### src/rtl/bus_slave_timer_pkg.sv
// Shared definitions for the bus slave timer: register offsets, CTRL bit
// layout, bus-slave FSM state encodings and a wait-state helper.
package bus_slave_timer_pkg;

   // Register offsets decoded from bus_addr[1:0]
   localparam logic [1:0] OFF_CTRL    = 2'd0;
   localparam logic [1:0] OFF_INTR    = 2'd1;
   localparam logic [1:0] OFF_EXPR    = 2'd2;
   localparam logic [1:0] OFF_COUNTER = 2'd3;

   // CTRL bit positions
   localparam int CTRL_START_BIT    = 0;
   localparam int CTRL_PERIODIC_BIT = 1;

   // Bus slave FSM state encodings
   localparam logic [1:0] ST_IDLE  = 2'd0;
   localparam logic [1:0] ST_WAIT  = 2'd1;
   localparam logic [1:0] ST_READY = 2'd2;

   // Largest supported number of wait states (fits the 4-bit wait counter)
   localparam int WAIT_MAX = 15;

   // CTRL register image; packed so bit 0 is start and bit 1 is periodic
   typedef struct packed {
      logic periodic;
      logic start;
   } ctrl_t;

   // Value loaded into the wait-state down-counter at strobe capture.
   // With zero wait states the counter is never consulted, so 0 is loaded.
   function automatic logic [3:0] wait_load(input int wait_cyc);
      logic [3:0] load_v;
      if (wait_cyc <= 0) begin
         load_v = 4'd0;
      end else if (wait_cyc > WAIT_MAX) begin
         load_v = 4'(WAIT_MAX - 1);
      end else begin
         load_v = 4'(wait_cyc - 1);
      end
      return load_v;
   endfunction

endpackage

### src/rtl/bus_slave_ctrl.sv
// Generic req/grnt/as/rdy bus responder front end. Captures a strobed
// access, inserts WAIT_CYC wait states and then presents a one-cycle
// register read or write strobe together with the captured offset and
// write data. bus_rdy is high for exactly the cycle of that strobe.
// Reusable by other slaves (UART, GPIO) that sit behind the same bus.
module bus_slave_ctrl
   import bus_slave_timer_pkg::*;
#(
   parameter int WAIT_CYC = 1
) (
   input  logic        clk,
   input  logic        rst,
   input  logic        cs,
   input  logic        bus_as,
   input  logic        bus_rw,
   input  logic [1:0]  bus_off,
   input  logic [31:0] bus_wr_data,
   output logic        bus_rdy,
   output logic        reg_we,
   output logic        reg_re,
   output logic [1:0]  reg_off,
   output logic [31:0] reg_wdata
);

   localparam logic [3:0] WAIT_LOAD = wait_load(WAIT_CYC);

   logic [1:0]  state_r;
   logic [1:0]  state_nxt_s;
   logic        capture_s;
   logic [3:0]  wait_cnt_r;
   logic        rw_r;
   logic [1:0]  off_r;
   logic [31:0] wdata_r;

   // Next-state decode; strobes outside IDLE are dropped (no queueing)
   always_comb begin
      state_nxt_s = state_r;
      capture_s   = 1'b0;
      case (state_r)
         ST_IDLE: begin
            if (cs && bus_as) begin
               capture_s   = 1'b1;
               state_nxt_s = (WAIT_CYC == 0) ? ST_READY : ST_WAIT;
            end else begin
               state_nxt_s = ST_IDLE;
            end
         end
         ST_WAIT: begin
            if (wait_cnt_r == 4'd0) begin
               state_nxt_s = ST_READY;
            end else begin
               state_nxt_s = ST_WAIT;
            end
         end
         ST_READY: begin
            state_nxt_s = ST_IDLE;
         end
         default: begin
            state_nxt_s = ST_IDLE;
         end
      endcase
   end

   // FSM state register; reset abandons any access in flight
   always_ff @(posedge clk) begin
      if (rst) begin
         state_r <= ST_IDLE;
      end else begin
         state_r <= state_nxt_s;
      end
   end

   // Wait-state down-counter: loaded at capture, counts down while waiting
   always_ff @(posedge clk) begin
      if (rst) begin
         wait_cnt_r <= 4'd0;
      end else if (capture_s) begin
         wait_cnt_r <= WAIT_LOAD;
      end else if ((state_r == ST_WAIT) && (wait_cnt_r != 4'd0)) begin
         wait_cnt_r <= wait_cnt_r - 4'd1;
      end else begin
         wait_cnt_r <= wait_cnt_r;
      end
   end

   // Capture latches for direction, offset and write data
   always_ff @(posedge clk) begin
      if (rst) begin
         rw_r    <= 1'b0;
         off_r   <= 2'd0;
         wdata_r <= 32'd0;
      end else if (capture_s) begin
         rw_r    <= bus_rw;
         off_r   <= bus_off;
         wdata_r <= bus_wr_data;
      end else begin
         rw_r    <= rw_r;
         off_r   <= off_r;
         wdata_r <= wdata_r;
      end
   end

   assign bus_rdy   = (state_r == ST_READY);
   assign reg_we    = bus_rdy & rw_r;
   assign reg_re    = bus_rdy & ~rw_r;
   assign reg_off   = off_r;
   assign reg_wdata = wdata_r;

endmodule

### src/rtl/bus_slave_timer.sv
// Interval timer behind the system bus. Four registers (CTRL, INTR, EXPR,
// COUNTER) are reached through bus_slave_ctrl. While CTRL.start is set the
// counter advances every cycle; on reaching EXPR it wraps to 0, raises
// INTR[0] and, unless periodic, clears start. irq mirrors INTR[0].
module bus_slave_timer
   import bus_slave_timer_pkg::*;
#(
   parameter int WAIT_CYC = 1,
   parameter int CNT_W    = 32
) (
   input  logic        clk,
   input  logic        rst,
   input  logic        cs,
   input  logic        bus_as,
   input  logic        bus_rw,
   input  logic [29:0] bus_addr,
   input  logic [31:0] bus_wr_data,
   output logic [31:0] bus_rd_data,
   output logic        bus_rdy,
   output logic        irq
);

   logic             reg_we_s;
   logic             reg_re_s;
   logic [1:0]       reg_off_s;
   logic [31:0]      reg_wdata_s;

   ctrl_t            ctrl_r;
   logic             intr_r;
   logic [CNT_W-1:0] expr_r;
   logic [CNT_W-1:0] cnt_r;

   logic             expire_s;
   logic             wr_ctrl_s;
   logic             wr_intr_s;
   logic             wr_expr_s;
   logic             wr_cnt_s;
   logic [31:0]      rd_data_s;
   logic             unused_bits_s;

   // Only the word offset is decoded; upper address bits and write-data
   // bits beyond the counter width carry no meaning for this slave.
   assign unused_bits_s = ^{bus_addr[29:2], reg_wdata_s};

   bus_slave_ctrl #(
      .WAIT_CYC (WAIT_CYC)
   ) u_ctrl (
      .clk         (clk),
      .rst         (rst),
      .cs          (cs),
      .bus_as      (bus_as),
      .bus_rw      (bus_rw),
      .bus_off     (bus_addr[1:0]),
      .bus_wr_data (bus_wr_data),
      .bus_rdy     (bus_rdy),
      .reg_we      (reg_we_s),
      .reg_re      (reg_re_s),
      .reg_off     (reg_off_s),
      .reg_wdata   (reg_wdata_s)
   );

   assign expire_s  = ctrl_r.start && (cnt_r == expr_r);
   assign wr_ctrl_s = reg_we_s && (reg_off_s == OFF_CTRL);
   assign wr_intr_s = reg_we_s && (reg_off_s == OFF_INTR);
   assign wr_expr_s = reg_we_s && (reg_off_s == OFF_EXPR);
   assign wr_cnt_s  = reg_we_s && (reg_off_s == OFF_COUNTER);

   // CTRL: a bus write wins over the expiry-driven start update
   always_ff @(posedge clk) begin
      if (rst) begin
         ctrl_r <= '0;
      end else if (wr_ctrl_s) begin
         ctrl_r.start    <= reg_wdata_s[CTRL_START_BIT];
         ctrl_r.periodic <= reg_wdata_s[CTRL_PERIODIC_BIT];
      end else if (expire_s) begin
         ctrl_r.start    <= ctrl_r.periodic;
         ctrl_r.periodic <= ctrl_r.periodic;
      end else begin
         ctrl_r <= ctrl_r;
      end
   end

   // INTR: expiry set beats a simultaneous bus clear so no interrupt is lost
   always_ff @(posedge clk) begin
      if (rst) begin
         intr_r <= 1'b0;
      end else if (expire_s) begin
         intr_r <= 1'b1;
      end else if (wr_intr_s) begin
         intr_r <= reg_wdata_s[0];
      end else begin
         intr_r <= intr_r;
      end
   end

   // EXPR: written only from the bus
   always_ff @(posedge clk) begin
      if (rst) begin
         expr_r <= '0;
      end else if (wr_expr_s) begin
         expr_r <= reg_wdata_s[CNT_W-1:0];
      end else begin
         expr_r <= expr_r;
      end
   end

   // COUNTER: bus write wins; otherwise count/wrap while started, else hold
   always_ff @(posedge clk) begin
      if (rst) begin
         cnt_r <= '0;
      end else if (wr_cnt_s) begin
         cnt_r <= reg_wdata_s[CNT_W-1:0];
      end else if (expire_s) begin
         cnt_r <= '0;
      end else if (ctrl_r.start) begin
         cnt_r <= cnt_r + CNT_W'(1);
      end else begin
         cnt_r <= cnt_r;
      end
   end

   // Read mux: drives data only during the ready cycle of a read, else 0
   always_comb begin
      rd_data_s = 32'd0;
      if (reg_re_s) begin
         case (reg_off_s)
            OFF_CTRL:    rd_data_s = {30'd0, ctrl_r.periodic, ctrl_r.start};
            OFF_INTR:    rd_data_s = {31'd0, intr_r};
            OFF_EXPR:    rd_data_s = 32'(expr_r);
            OFF_COUNTER: rd_data_s = 32'(cnt_r);
            default:     rd_data_s = 32'd0;
         endcase
      end else begin
         rd_data_s = 32'd0;
      end
   end

   assign bus_rd_data = rd_data_s;
   assign irq         = intr_r;

endmodule

### config.mk
export PLATFORM = sky130hd
export DESIGN_NAME = bus_slave_timer
export DESIGN_NICKNAME = d
export VERILOG_FILES = /design/src/rtl/bus_slave_timer_pkg.sv /design/src/rtl/bus_slave_ctrl.sv /design/src/rtl/bus_slave_timer.sv
export SDC_FILE = /design/constraint.sdc
export NUM_CORES = 1
export LEC_CHECK = 0
export CAP_MARGIN = 0
export CORE_AREA = 4 4 156 158
export DETAILED_ROUTE_END_ITERATION = 12
export DIE_AREA = 0 0 160 162
export PLACE_DENSITY = 0.51
export SYNTH_ARGS = -nofsm -noshare
export SYNTH_HDL_FRONTEND = slang
export SYNTH_SLANG_ARGS = --single-unit
### constraint.sdc
create_clock -name clk -period 3.65 [get_ports clk]
set_clock_uncertainty 0.2 [all_clocks]
set_input_delay 0.5475 -clock clk [delete_from_list [all_inputs] [get_ports clk]]
set_output_delay 0.5475 -clock clk [all_outputs]
set_load 0.02 [all_outputs]
==> results.py <==
metrics = {
    "run_status": {
        "status": "completed",
    },
    "placement": {
        "dp_hpwl_um": 11800,
        "dp_slack_ns": 0.823,
        "portBuffers": 72,
        "gp_congestion": 0.847,
        "dp.cells": 1049,
    },
    "sta": {
        "grt_setup_unrepaired": "no",
        "fin_ws_ns": 0.458,
        "worst_slew_pin_slew_ns": 0.817,
        "setup_violations": 0,
        "setup-tns-final_ns": 0,
        "whs_ns": 0.271,
        "period_minus_slack_ns": 3.19,
        "final-hold-violation-count": 0,
        "final_max_slew_viol_count": 0,
        "slew_headroom_pct": 45.5,
        "fmax_ghz": 0.313,
        "fin_crit_sh_pct": 87.5,
    },
    "synth": {
        "yosysUniqueCellTypes": 51,
        "synth_warnings": 0,
        "ys_top_cells_by_area": "dfxtp_1 (38%), nand2_1 (10%), a21oi_1 (9.7%)",
        "ys_ff_latch": 108,
        "synthCells": 727,
        "yosys.area.top_type": "dfxtp_1",
        "synth_ff_type": "dfxtp_1",
        "async_reset_ff_share_pct": 0,
        "ys_seq_area_share_pct": 38.2,
        "synth-edff-count": 0,
        "syn_avg_cell_area_um2": 7.79,
        "synth_area_um2": 5660,
        "synth_nets": 797,
        "netlist.area_leader.share_pct": 38.2,
    },
    "clock_tree": {
        "clockBufferDepth": 2,
        "post_cts_buffers": 0,
        "cts_root_buffer": "clkbuf_16",
        "cts_htree_levels": 3,
        "cts_resized": 0,
        "clk_latency_ns": 0.36,
        "cts.clk_slew.worst_paths_ns": 0.07,
        "postCtsHoldBufs": 0,
        "numCtsBuffers": 9,
        "cts_sinks": 108,
        "cts_tree": "built",
    },
    "setup_path": {
        "critPathCaptureType": "primary output",
        "cp.required_ns": 2.90,
        "timing.rr.start": "u_ctrl.reg_off[0]",
        "path_class": "flop to primary output",
        "r2r_setup_slack_ns": 1.26,
        "r2r_end": "cnt_r[16]",
        "cp-start-kind": "flop",
        "cp_max_fo": 24,
        "arrival_ns": 2.44,
        "rr_worst_depth": 7,
    },
    "worst_hold_path": {
        "min_path_cells": 2,
        "hold_path.class": "flop to flop",
        "hold_end": "expr_r[7]",
        "worstHoldStart": "u_ctrl.reg_wdata[7]",
    },
    "detailed_routing": {
        "dr.pass1.iters": 5,
        "antenna_left": 0,
        "vias": 4914,
        "drcViolationCount": 0,
        "routed_wl_um": 17200,
        "routed_via_density": 4.61,
        "wl_per_cell_um": 16.1,
        "drt_iter0_drc": 297,
    },
    "die": {
        "die_area_um2": 25900,
        "die_x_um": 160,
        "rows": 56,
        "initial_core_util_pct": 24.5,
        "die_h_um": 162,
        "boundaryPins": 101,
        "coreArea_um2": 23100,
    },
    "layout": {
        "syn2layout_area_growth_pct": 22.0,
        "post-route-util_pct": 29.9,
        "num_antenna_cells": 0,
        "drive_gt1_share_pct": 6.97,
        "nets": 840,
        "finalNonFillerCells": 1065,
    },
    "power": {
        "power_density_nw_per_um2": 354,
        "power.leakage_nw": 2.29,
        "vdd_drop_max_mv": 0.203,
    },
    "global_route": {
        "grt_pass1_wl_um": 27400,
        "grt_antenna_before_repair": 0,
        "grt_pass1_vias": 4803,
        "track_usage_pct": 13.3,
        "grt_max_degree": 48,
        "gr-total-overflow": 0,
    },
    "job": {
        "maxCapViolCount": 0,
    },
}
[kinds of logic after synthesis]
family          count (synthesis)  share of synthesized area (%)
buf+inv                        69                           6.16
xor+xnor                       62                           9.59
fa+ha+maj                       3                          0.663
flops                         108                           38.2
simple gates                  309                           25.5
mux                            36                           6.60
compound gates                140                           13.3
[sequential cells by signal, indices dropped and copies added (netlist names)]
| register | flops |
|---|---|
| cnt_r | 32 |
| expr_r | 32 |
| u_ctrl.reg_wdata | 32 |
| u_ctrl.wait_cnt_r | 4 |
| ctrl_r | 2 |
| u_ctrl.reg_off | 2 |
| u_ctrl.state_r | 2 |
| irq | 1 |
| u_ctrl.rw_r | 1 |
[cells in the final DEF, fill, tap and decap left out, drive strengths merged, types with 2 or more instances in the layout]
cell type	netlist	layout
clkdlybuf4s50	0	71
a21oi	110	110
xor2	17	17
o21ai	2	2
clkbuf	36	10
ha	3	3
nor4	4	4
buf	21	19
inv	11	13
nand4	14	14
nor2b	3	3
nor3b	3	3
and3	30	30
bufinv	0	2
nor2	53	53
and4	3	3
o22ai	21	21
mux2i	34	34
xnor2	45	45
nand2	153	153
and2	3	3
nor3	15	15
dfxtp	108	108
nand3	23	23
[where the power goes]
group / switching [mW] / total, mW / internal, mW
registers: 0.0224 / 1.22 / 1.20
clock network: 0.472 / 1.10 / 0.627
logic: 0.0676 / 0.130 / 0.0626
total: 0.562 / 2.45 / 1.89
[worst max-delay path: stages, from the launching register on]
cell,delay (ns)
dfxtp_1,0.31
nand2b_1,0.30
nor2_1,0.16
nand2_1,0.19
buf_4,0.30
nor2_1,0.19
clkdlybuf4s50_1,0.64
[metrics by stage]
step / total power, mW / cell area (um2)
2_1_floorplan: 1.31 / 5660
6_report: 2.45 / 6910
3_5_place_dp: 1.38 / 6580
5_1_grt: 2.55 / 6910
3_3_place_gp: 1.38 / 6580
4_1_cts: 2.49 / 6910
[per-layer routing]
| metal | wire length (um) | vias to the layer above | GRT usage (%) |
|---|---|---|---|
| li1 | - | 2550 | - |
| met1 | 8290 | 2260 | 18.0 |
| met2 | 7860 | 90 | 21.0 |
| met3 | 719 | 14 | 3.35 |
| met4 | 322 | 0 | 3.95 |
| met5 | 0 | - | 0 |
[synth_stat cells (2+ instances only)]
cell type / count
xnor2_1: 45
a21oi_1: 110
buf_4: 3
ha_1: 3
nand4_1: 11
nor3_1: 13
nor3_2: 2
dfxtp_1: 108
nor2b_1: 3
buf_1: 3
buf_6: 5
and3_1: 28
and3_2: 2
nor3b_1: 3
o22ai_1: 20
buf_2: 10
nand2_1: 153
mux2i_1: 34
nand4_2: 3
nand3_1: 22
nor4_1: 3
xor2_1: 17
clkbuf_8: 2
nor2_1: 53
and4_1: 2
inv_1: 11
clkbuf_1: 34
[how the worst max path moves through the flow]
stage / cells past startpoint / from / to / slack, ns
final: 6 / u_ctrl.state_r[0] / bus_rd_data[30] / 0.46
after detailed placement: 6 / u_ctrl.state_r[0] / bus_rd_data[30] / 0.82
after global routing: 6 / u_ctrl.state_r[0] / bus_rd_data[30] / 0.25
after global placement: 6 / u_ctrl.state_r[0] / bus_rd_data[30] / 0.85
after CTS: 6 / u_ctrl.state_r[0] / bus_rd_data[30] / 0.41
after floorplan: 4 / u_ctrl.reg_off[0] / bus_rd_data[10] / 1.50
[area by class of cell]
cell class              instances  area (um2)
fillers                      2537       16200
inverters                      11        41.3
flip-flops and latches        108        2160
clock inverters                 6        93.8
well taps                     290         363
clock buffers                  10         239
repair buffers                 90         853
multi-input cells             550        3160
Note: power is estimated with default switching activity, not from simulation.
==> patch, RTL diff (same settings) <==
Set the parameter `CNT_W` to 24 (it was 32).
--- a/src/rtl/bus_slave_timer.sv
+++ b/src/rtl/bus_slave_timer.sv
@@ -6,7 +6,7 @@
    import bus_slave_timer_pkg::*;
 #(
    parameter int WAIT_CYC = 1,
-   parameter int CNT_W    = 32
+   parameter int CNT_W    = 24
 ) (
    input  logic        clk,
    input  logic        rst,
Function: changed (Yosys sat finds a counterexample within 10 cycles, from zero or initial values and one cycle with rst high).
==> patch against the original RTL <==
Clock power fell by 10%. Area after synthesis is 21% lower. Wire length down 22%. Power shrank 17%. Final cell count shrank 15%. Synthesized cell count fell by 21%. Combinational power down 15%. Sequential cell count is 24 lower. Cell area decreased by 19%. Setup slack better by 0.14 ns. Highest routed layer unchanged.
==> patch: results (changes against the original RTL) <==
finish:
  instances_no_fill: 903  # was 1,065
  drive_above_1_share_pct: 6.36  # was 6.97%
  fill_cells: 2571  # was 2,537
  final_nets: 680  # was 840
worst_setup_path:
  cp.arrival_ns: 2.30  # was 2.44 ns
  r2r_slack_ns: 1.32  # was 1.26 ns
  r2r-end: "cnt_r[23]$_SDFFE_PP0P_"  # was cnt_r[16]$_SDFFE_PP0P_
  slowest_delay_ns: 0.54  # was 0.64 ns
route:
  first_pass_iters: 4  # was 5
  vias_per_cell: 4.35  # was 4.61
  wl_per_cell_um: 14.9  # was 16.1 um
sta:
  fmax_mhz: 328  # was 313 MHz
  worstMarginPinSlew_ns: 1.00  # was 0.817 ns
logic_synthesis:
  synth_compound_area_share_pct: 14.3  # was 13.3%
  ys_top_cells_by_area: "dfxtp_1, nand2_1, a21oi_1"  # unchanged
  ys_seq_area_share_pct: 37.4  # was 38.2%
  ys_types: 44  # was 51
  synth_fa_ha_area_share_pct: 0.557  # was 0.663%
worst_hold_path:
  worstHoldStart: "u_ctrl.reg_wdata[21]$_SDFFE_PP0P_"  # was u_ctrl.reg_wdata[7]$_SDFFE_PP0P_
  whs_endpoint: "expr_r[21]$_SDFFE_PP0P_"  # was expr_r[7]$_SDFFE_PP0P_
global_routing:
  track_usage_pct: 10.4  # was 13.3%
  grt_max_degree: 86  # was 48
  grtUsageMet1_pct: 13.8  # was 18.0%
run_status:
  status: "completed"  # unchanged
place:
  place_congestion: 0.788  # was 0.847
## patch: cell types whose count changed after synthesis, moves of 6 or more
cell | before | now
nand4_1 | 11 | 5
xor2_1 | 17 | 32
nand2_1 | 153 | 113
xnor2_1 | 45 | 14
nor2_1 | 53 | 44
a21oi_1 | 110 | 75
nand3_1 | 22 | 11
mux2i_1 | 34 | 24
dfxtp_1 | 108 | 84
## patch: kinds of logic (layout without fill, tap and decap cells)
| kind of cell | Yosys count | count (layout) |
|---|---|---|
| and+or+nand+nor | 246 | 246 |
| buffers and inverters | 63 | 92 |
| muxes | 26 | 26 |
| DFF | 84 | 84 |
| other | 1 | 8 |
| xor gates and xnor gates | 46 | 46 |
| AOI/OAI and AO/OA | 109 | 109 |
| adders and majority gates | 2 | 2 |
## patch: layout make-up
cell class	count	area [um^2]	area share (%)
clock buffers	11	253	4.53
clock inverters	2	60.1	1.08
inverters	11	41.3	0.740
multi-input cells	437	2540	45.5
flip-flops and latches	84	1680	30.1
well taps	290	363	6.50
repair buffers	68	646	11.6
